[config.mk]
export PLATFORM = sky130hd
export DESIGN_NAME = minesweeper_core_flat
export DESIGN_NICKNAME = d
export VERILOG_FILES = /design/src/rtl/minesweeper_pkg.sv /design/src/rtl/minesweeper_if.sv /design/src/rtl/ms_neighbor_walk.sv /design/src/rtl/minesweeper_core.sv /design/src/flat_wrapper.sv
export SDC_FILE = /design/constraint.sdc
export NUM_CORES = 1
export LEC_CHECK = 0
export BUFFER_PORTS_ARGS = -buffer_cell sky130_fd_sc_hd__buf_2
export CORE_ASPECT_RATIO = 0.7
export CORE_UTILIZATION = 50
export CTS_BUF_LIST = sky130_fd_sc_hd__clkbuf_4 sky130_fd_sc_hd__clkbuf_8 sky130_fd_sc_hd__clkbuf_16
export CTS_CLUSTER_DIAMETER = 120
export DETAILED_ROUTE_END_ITERATION = 12
export PLACE_DENSITY = 0.76
export SETUP_SLACK_MARGIN = 0.15
export SKIP_LAST_GASP = 1
export SYNTH_ARGS = -nofsm -noshare
export SYNTH_HDL_FRONTEND = slang
export SYNTH_SLANG_ARGS = --single-unit
[constraint.sdc]
create_clock -name clka -period 5.5 [get_ports clka]
set_clock_uncertainty 0.2 [all_clocks]
set_input_delay 1.375 -clock clka [delete_from_list [all_inputs] [get_ports clka]]
set_output_delay 1.375 -clock clka [all_outputs]
set_load 0.01 [all_outputs]
[src/rtl/minesweeper_pkg.sv]
// Shared types, neighbour offset table and index helper for the minesweeper core.
// Cell index is row*COLS+col with bit 0 at (0,0).
package minesweeper_pkg;

    typedef enum logic [2:0] {
        IDLE,
        READY,
        COUNT,
        RESULT,
        OVER
    } state_t;

    typedef logic [3:0] count_t;

    localparam int NUM_STEPS = 8;

    // Neighbour walk order: row above left-to-right, same row left/right, row below.
    localparam logic signed [1:0] dRow [NUM_STEPS] = '{
        -2'sd1, -2'sd1, -2'sd1, 2'sd0, 2'sd0, 2'sd1, 2'sd1, 2'sd1
    };
    localparam logic signed [1:0] dCol [NUM_STEPS] = '{
        -2'sd1, 2'sd0, 2'sd1, -2'sd1, 2'sd1, -2'sd1, 2'sd0, 2'sd1
    };

    function automatic int idx(input int row, input int col, input int cols);
        return row * cols + col;
    endfunction

endpackage

[src/rtl/minesweeper_if.sv]
// Guess/result handshake between the decode front end and the minesweeper core.
interface minesweeper_if
    import minesweeper_pkg::*;
#(
    parameter int ROWS = 5,
    parameter int COLS = 5
);
    localparam int RW = $clog2(ROWS);
    localparam int CW = $clog2(COLS);

    logic          guess_valid;
    logic [RW-1:0] guess_row;
    logic [CW-1:0] guess_col;
    logic          guess_ready;
    logic          result_valid;
    count_t        n_nearby;
    logic          hit_err;
    logic          repeat_hit;

    modport master (
        output guess_valid, guess_row, guess_col,
        input  guess_ready, result_valid, n_nearby, hit_err, repeat_hit
    );

    modport slave (
        input  guess_valid, guess_row, guess_col,
        output guess_ready, result_valid, n_nearby, hit_err, repeat_hit
    );

endinterface

[src/rtl/ms_neighbor_walk.sv]
// Steps through the 8 neighbours of a cell, one per cycle while enabled,
// flagging neighbours that fall off the board (no wrap on rows or columns).
module ms_neighbor_walk
    import minesweeper_pkg::*;
#(
    parameter int ROWS = 5,
    parameter int COLS = 5,
    parameter int RW   = $clog2(ROWS),
    parameter int CW   = $clog2(COLS),
    parameter int IW   = $clog2(ROWS * COLS)
) (
    input  logic          clka,
    input  logic          restart,
    input  logic          en_i,
    input  logic [RW-1:0] row_i,
    input  logic [CW-1:0] col_i,
    output logic          nb_valid_o,
    output logic [IW-1:0] nb_idx_o,
    output logic          walk_done_o
);

    logic [2:0] k_q;
    int         nbRow;
    int         nbCol;

    // Step counter parks at 0 whenever the walk is not enabled, so an abort needs no extra control.
    always_ff @(negedge clka) begin
        if (restart) begin
            k_q <= 3'd0;
        end else if (en_i) begin
            k_q <= k_q + 3'd1;
        end else begin
            k_q <= 3'd0;
        end
    end

    always_comb begin
        nbRow       = int'(row_i) + int'(dRow[k_q]);
        nbCol       = int'(col_i) + int'(dCol[k_q]);
        nb_valid_o  = en_i && (nbRow >= 0) && (nbRow < ROWS) && (nbCol >= 0) && (nbCol < COLS);
        nb_idx_o    = nb_valid_o ? IW'(idx(nbRow, nbCol, COLS)) : '0;
        walk_done_o = en_i && (k_q == 3'd7);
    end

endmodule

[src/rtl/minesweeper_core.sv]
// Minesweeper game datapath and control: mine map, cleared map, guess evaluation,
// loss/win detection and a saturating win score. All state moves on negedge clka.
module minesweeper_core
    import minesweeper_pkg::*;
#(
    parameter int ROWS    = 5,
    parameter int COLS    = 5,
    parameter int SCORE_W = 32
) (
    input  logic                 clka,
    input  logic                 restart,
    input  logic                 start,
    input  logic [ROWS*COLS-1:0] mines_in,
    minesweeper_if.slave         gbus,
    output logic                 place_done,
    output logic                 gameover,
    output logic                 win,
    output logic [SCORE_W-1:0]   global_score,
    output logic [ROWS*COLS-1:0] cleared,
    output logic [ROWS*COLS-1:0] mines
);

    localparam int N  = ROWS * COLS;
    localparam int RW = $clog2(ROWS);
    localparam int CW = $clog2(COLS);
    localparam int IW = $clog2(N);

    state_t             state_q;
    logic [RW-1:0]      row_q;
    logic [CW-1:0]      col_q;
    count_t             acc_q;
    count_t             nNearby_q;
    logic               guessReady_q;
    logic               resultValid_q;
    logic               hitErr_q;
    logic               repeatHit_q;
    logic               placeDone_q;
    logic               gameover_q;
    logic               win_q;
    logic [SCORE_W-1:0] score_q;
    logic [N-1:0]       mines_q;
    logic [N-1:0]       cleared_q;

    logic               walkEn;
    logic               nbValid;
    logic [IW-1:0]      nbIdx;
    logic               walkDone;
    logic               nbHit;
    logic               handshake;
    logic               guessOff;
    logic [IW-1:0]      guessIdx;
    count_t             finalCount;
    logic [N-1:0]       clearedNext;
    logic               boardDone;

    assign walkEn      = (state_q == COUNT);
    assign handshake   = gbus.guess_valid && guessReady_q;
    assign guessOff    = (int'(gbus.guess_row) >= ROWS) || (int'(gbus.guess_col) >= COLS);
    assign guessIdx    = IW'(idx(int'(row_q), int'(col_q), COLS));
    assign nbHit       = nbValid && mines_q[nbIdx];
    // The last neighbour is folded in on the same edge that publishes the result.
    assign finalCount  = acc_q + count_t'(nbHit);
    assign clearedNext = cleared_q | (N'(1) << guessIdx);
    assign boardDone   = &(clearedNext | mines_q);

    ms_neighbor_walk #(
        .ROWS (ROWS),
        .COLS (COLS),
        .RW   (RW),
        .CW   (CW),
        .IW   (IW)
    ) u_walk (
        .clka        (clka),
        .restart     (restart),
        .en_i        (walkEn),
        .row_i       (row_q),
        .col_i       (col_q),
        .nb_valid_o  (nbValid),
        .nb_idx_o    (nbIdx),
        .walk_done_o (walkDone)
    );

    // Game FSM with registered outputs; restart beats start, start beats any guess in flight.
    always_ff @(negedge clka) begin
        if (restart) begin
            state_q       <= IDLE;
            row_q         <= '0;
            col_q         <= '0;
            acc_q         <= '0;
            nNearby_q     <= '0;
            guessReady_q  <= 1'b0;
            resultValid_q <= 1'b0;
            hitErr_q      <= 1'b0;
            repeatHit_q   <= 1'b0;
            placeDone_q   <= 1'b0;
            gameover_q    <= 1'b0;
            win_q         <= 1'b0;
            score_q       <= '0;
            mines_q       <= '0;
            cleared_q     <= '0;
        end else begin
            placeDone_q   <= 1'b0;
            resultValid_q <= 1'b0;
            if (start) begin
                mines_q      <= mines_in;
                cleared_q    <= '0;
                gameover_q   <= 1'b0;
                win_q        <= 1'b0;
                nNearby_q    <= '0;
                acc_q        <= '0;
                guessReady_q <= 1'b1;
                placeDone_q  <= 1'b1;
                state_q      <= READY;
            end else begin
                case (state_q)
                    IDLE: begin
                        guessReady_q <= 1'b0;
                    end
                    READY: begin
                        if (handshake) begin
                            row_q <= gbus.guess_row;
                            col_q <= gbus.guess_col;
                            if (guessOff) begin
                                resultValid_q <= 1'b1;
                                hitErr_q      <= 1'b1;
                                repeatHit_q   <= 1'b0;
                                nNearby_q     <= '0;
                            end else begin
                                acc_q        <= '0;
                                guessReady_q <= 1'b0;
                                state_q      <= COUNT;
                            end
                        end
                    end
                    COUNT: begin
                        if (walkDone) begin
                            resultValid_q <= 1'b1;
                            hitErr_q      <= 1'b0;
                            repeatHit_q   <= cleared_q[guessIdx];
                            cleared_q     <= clearedNext;
                            state_q       <= RESULT;
                            if (mines_q[guessIdx]) begin
                                nNearby_q  <= finalCount;
                                gameover_q <= 1'b1;
                            end else if (boardDone) begin
                                nNearby_q  <= '0;
                                win_q      <= 1'b1;
                                gameover_q <= 1'b1;
                                if (score_q != '1) begin
                                    score_q <= score_q + 1'b1;
                                end
                            end else begin
                                nNearby_q <= finalCount;
                            end
                        end else if (nbHit) begin
                            acc_q <= acc_q + 4'd1;
                        end
                    end
                    RESULT: begin
                        if (gameover_q) begin
                            guessReady_q <= 1'b0;
                            state_q      <= OVER;
                        end else begin
                            guessReady_q <= 1'b1;
                            state_q      <= READY;
                        end
                    end
                    OVER: begin
                        guessReady_q <= 1'b0;
                    end
                    default: begin
                        guessReady_q <= 1'b0;
                        state_q      <= IDLE;
                    end
                endcase
            end
        end
    end

    assign gbus.guess_ready  = guessReady_q;
    assign gbus.result_valid = resultValid_q;
    assign gbus.n_nearby     = nNearby_q;
    assign gbus.hit_err      = hitErr_q;
    assign gbus.repeat_hit   = repeatHit_q;
    assign place_done        = placeDone_q;
    assign gameover          = gameover_q;
    assign win               = win_q;
    assign global_score      = score_q;
    assign cleared           = cleared_q;
    assign mines             = mines_q;

endmodule

[src/flat_wrapper.sv]
// flat-port wrapper written by rule: the top's interface ports become plain ports
module minesweeper_core_flat import minesweeper_pkg::*;
#(
    parameter int ROWS    = 5,
    parameter int COLS    = 5,
    parameter int SCORE_W = 32
)
  (clka, restart, start, mines_in, place_done, gameover, win, global_score, cleared, mines, gbus_guess_valid, gbus_guess_row, gbus_guess_col, gbus_guess_ready, gbus_result_valid, gbus_n_nearby, gbus_hit_err, gbus_repeat_hit);
  minesweeper_if #(.ROWS(ROWS), .COLS(COLS)) gbus_i ();
  input  logic clka;
  input  logic restart;
  input  logic start;
  input  logic [ROWS*COLS-1:0] mines_in;
  output logic place_done;
  output logic gameover;
  output logic win;
  output logic [SCORE_W-1:0] global_score;
  output logic [ROWS*COLS-1:0] cleared;
  output logic [ROWS*COLS-1:0] mines;
  input wire logic [$bits(gbus_i.guess_valid)-1:0] gbus_guess_valid;
  input wire logic [$bits(gbus_i.guess_row)-1:0] gbus_guess_row;
  input wire logic [$bits(gbus_i.guess_col)-1:0] gbus_guess_col;
  output wire logic [$bits(gbus_i.guess_ready)-1:0] gbus_guess_ready;
  output wire logic [$bits(gbus_i.result_valid)-1:0] gbus_result_valid;
  output wire logic [$bits(gbus_i.n_nearby)-1:0] gbus_n_nearby;
  output wire logic [$bits(gbus_i.hit_err)-1:0] gbus_hit_err;
  output wire logic [$bits(gbus_i.repeat_hit)-1:0] gbus_repeat_hit;
  assign gbus_i.guess_valid = gbus_guess_valid;
  assign gbus_i.guess_row = gbus_guess_row;
  assign gbus_i.guess_col = gbus_guess_col;
  assign gbus_guess_ready = gbus_i.guess_ready;
  assign gbus_result_valid = gbus_i.result_valid;
  assign gbus_n_nearby = gbus_i.n_nearby;
  assign gbus_hit_err = gbus_i.hit_err;
  assign gbus_repeat_hit = gbus_i.repeat_hit;
  minesweeper_core #(.ROWS(ROWS), .COLS(COLS), .SCORE_W(SCORE_W)) u_core (.clka(clka), .restart(restart), .start(start), .mines_in(mines_in), .gbus(gbus_i), .place_done(place_done), .gameover(gameover), .win(win), .global_score(global_score), .cleared(cleared), .mines(mines));
endmodule
==> results.sh <==
export IMPL_synth_seq_cells=109
export IMPL_route_detailed_vias_per_inst=5.92
export IMPL_core_area_um2=13200
export IMPL_grt_pass1_vias=6788
export IMPL_top_layer_used="met4"
export IMPL_critical_path_max_stage_delay_ns=0.43
export IMPL_via_count=7187
export IMPL_antenna_found_initial=0
export IMPL_postSynthCellCount=776
export IMPL_clkSinkCount=109
export IMPL_numPortBuffers=127
export IMPL_clockBufferDepth=2
export IMPL_die_w_um=141
export IMPL_worst_pin_slew_ns=1.15
export IMPL_clk_pin_slew_ns=0.04
export IMPL_outcome="completed"
export IMPL_rsz0062_at_grt="true"
export IMPL_dieArea_um2=14100
export IMPL_wl_met2_mm=9.34
export IMPL_power_density_nw_per_um2=240
export IMPL_cap_violations=0
export IMPL_cts_tree="built"
export IMPL_syn_nets=849
export IMPL_critPathCaptureType="output port"
export IMPL_p_total_w=0.00210
export IMPL_cp_arrival_ns=3.76
export IMPL_ff2ff_path_depth=23
export IMPL_wl_met1_mm=9.57
export IMPL_dr_pass1_iters=5
export IMPL_holdPathStages=1
export IMPL_drc=0
export IMPL_drt_iter0_drc=642
export IMPL_avgSynthCellArea_um2=8.76
export IMPL_clockRootBuffer="clkbuf_16"
export IMPL_nNetsFinal=1097
export IMPL_crit_chain="buf_2"
export IMPL_netlist_area_leader_share=0.321
export IMPL_ys_seq_area_frac=0.321
export IMPL_fp_row_count=35
export IMPL_initial_core_util=0.514
export IMPL_yosys_warnings=0
export IMPL_p_leak_nw=4.03
export IMPL_min_delay_start="u_core.win$_SDFFE_NP0P_"
export IMPL_wl_mm=21.4
export IMPL_yosysTopAreaCell="dfxtp_1"
export IMPL_grt_max_degree=45
export IMPL_async_reset_ff_frac=0
export IMPL_synthFlopType="dfxtp_1"
export IMPL_area_delta_synth_final_pct=28.2
export IMPL_relSlewSlack=0.231
export IMPL_crit_family="flip-flops"
export IMPL_hold_viol=0
export IMPL_overflow=0
export IMPL_hold_class="reg -> reg"
export IMPL_setup_worst_path_start="u_core.cleared[12]$_SDFFE_NP0P_"
export IMPL_place_gp_congestion=0.952
export IMPL_track_usage=0.303
export IMPL_path_max_fanout=5
export IMPL_timing_rr_start="u_core.u_walk.k_q[0]$_SDFF_NP0_"
export IMPL_ios=128
export IMPL_cp_start_kind="flop"
export IMPL_path_depth=1
export IMPL_synth_edf_count=0
export IMPL_ant_nets=0
export IMPL_worst_path_buf_inv=1
export IMPL_ir_drop_uv=189
export IMPL_routedWlPerCell_um=17.6
export IMPL_drive_above_1_share=0.281
export IMPL_hpwlAfterDp_mm=14.9
export IMPL_synthDistinctLibCells=79
export IMPL_synth_top_cells_by_area="dfxtp_1, nor2_1, ha_1"
export IMPL_insertion_delay_ns=0.43
export IMPL_hold_slack_ns=0.260
export IMPL_slew_viol_final=0
export IMPL_critical_path_slowest_cell="dfxtp_1"
export IMPL_diodes=0
export IMPL_finalSetupViolCount=0
export IMPL_htree_levels=3
export IMPL_die_h_um=99.6
export IMPL_timing_worst_setup_path_type="reg -> out"
export IMPL_wl_met3_mm=2.08
export IMPL_syn_cell_area_um2=6800
export IMPL_grt_pass1_wl_mm=33.8
export IMPL_cts_made_buffers=9
export IMPL_required_ns=3.92
[metrics by stage]
step	util	instances	cell area [um2]	setup slack, ns	setup TNS [ns]
final	0.659	1214	8720	0.164	0
after global routing	0.659	1214	8720	0.0865	0
after CTS	0.649	1214	8580	0.0981	0
after detailed placement	0.593	1090	7840	-0.204	-2.90
after global placement	0.593	1090	7840	-0.160	-1.76
after floorplan	-	776	6830	-0.253	-1.94
[worst paths after layout]
check	endpoint	slack, ns
worst min-delay path	u_core.win$_SDFFE_NP0P_	0.26
worst max-delay path	cleared[12]	0.16
worst min register to register	u_core.win$_SDFFE_NP0P_	0.26
worst max register to register	u_core.gbus.n_nearby[3]$_SDFFE_NP0P_	0.34
[Yosys cell counts (6+ instances only)]
master / count
nor2_1: 121
dfxtp_1: 109
a21oi_1: 59
mux2i_1: 42
nand2_1: 36
ha_1: 34
o21ai_0: 26
clkbuf_1: 25
inv_1: 25
nand3_1: 22
nor3_1: 17
mux4_2: 16
o31ai_1: 16
or4_1: 14
nand2b_1: 13
nand4_1: 13
nor2b_1: 11
a211oi_1: 10
o22ai_1: 10
xor2_1: 9
buf_1: 8
nand4b_1: 8
o41ai_1: 8
a31oi_1: 7
buf_2: 7
or3_1: 7
xnor2_1: 7
and2_1: 6
mux2_2: 6
[timing repair]
item | CTS | global route
resized for setup | 12 | 49
hold buffers | 0 | 0
endpoints found under the setup margin | 13 | 33
pin swaps | 0 | 6
setup buffers | 0 | 0
[cell type report]
class | instances | area, um2
flip-flops and latches | 109 | 2230
fillers | 1149 | 4510
well taps | 185 | 231
multi-input cells | 598 | 4420
clock inverters | 116 | 505
repair buffers | 173 | 1010
clock buffers | 9 | 225
inverters | 24 | 90.1
[flip-flops by register name, summed over array words and instances (netlist names), 3 cells and up]
| name | count |
|---|---|
| u_core.acc_q | 4 |
| u_core.cleared | 25 |
| u_core.col_q | 3 |
| u_core.gbus.n_nearby | 4 |
| u_core.global_score | 32 |
| u_core.mines | 25 |
| u_core.row_q | 3 |
| u_core.state_q | 3 |
| u_core.u_walk.k_q | 3 |
[power breakdown]
part | internal [W] | leakage, nW | switching [W]
clock network | 0.000509 | 0.735 | 0.000552
logic | 0.0000909 | 2.40 | 0.000119
registers | 0.000809 | 0.902 | 0.0000173
[per-layer routing]
layer	vias up	GRT usage
li1	3363	-
met1	3381	0.417
met2	402	0.440
met3	41	0.0982
met4	0	0.117
met5	-	0
[logic make-up after synthesis]
logic type / Yosys count / synth area share
mux: 64 / 0.125
fa+ha+maj: 38 / 0.0743
flops: 109 / 0.321
xor+xnor: 19 / 0.0287
simple gates: 302 / 0.233
compound gates: 175 / 0.175
buf+inv: 69 / 0.0432
[cells in the final DEF (no fill, tap or decap), drive strengths merged, types with 7 or more instances in the layout]
| master | n |
|---|---|
| clkbuf | 9 |
| nand4b | 8 |
| o21ai | 28 |
| inv | 136 |
| ha | 34 |
| a31oi | 7 |
| a21oi | 60 |
| o31ai | 17 |
| nand3 | 24 |
| nand4 | 15 |
| mux2i | 42 |
| nor2 | 121 |
| o41ai | 8 |
| nand2 | 36 |
| xnor2 | 9 |
| nand2b | 13 |
| xor2 | 9 |
| or4 | 14 |
| nor2b | 11 |
| buf | 173 |
| o22ai | 10 |
| nor3 | 18 |
| mux4 | 16 |
| dfxtp | 109 |
| or3 | 7 |
| a211oi | 12 |
(Power assumes the default switching activity.)
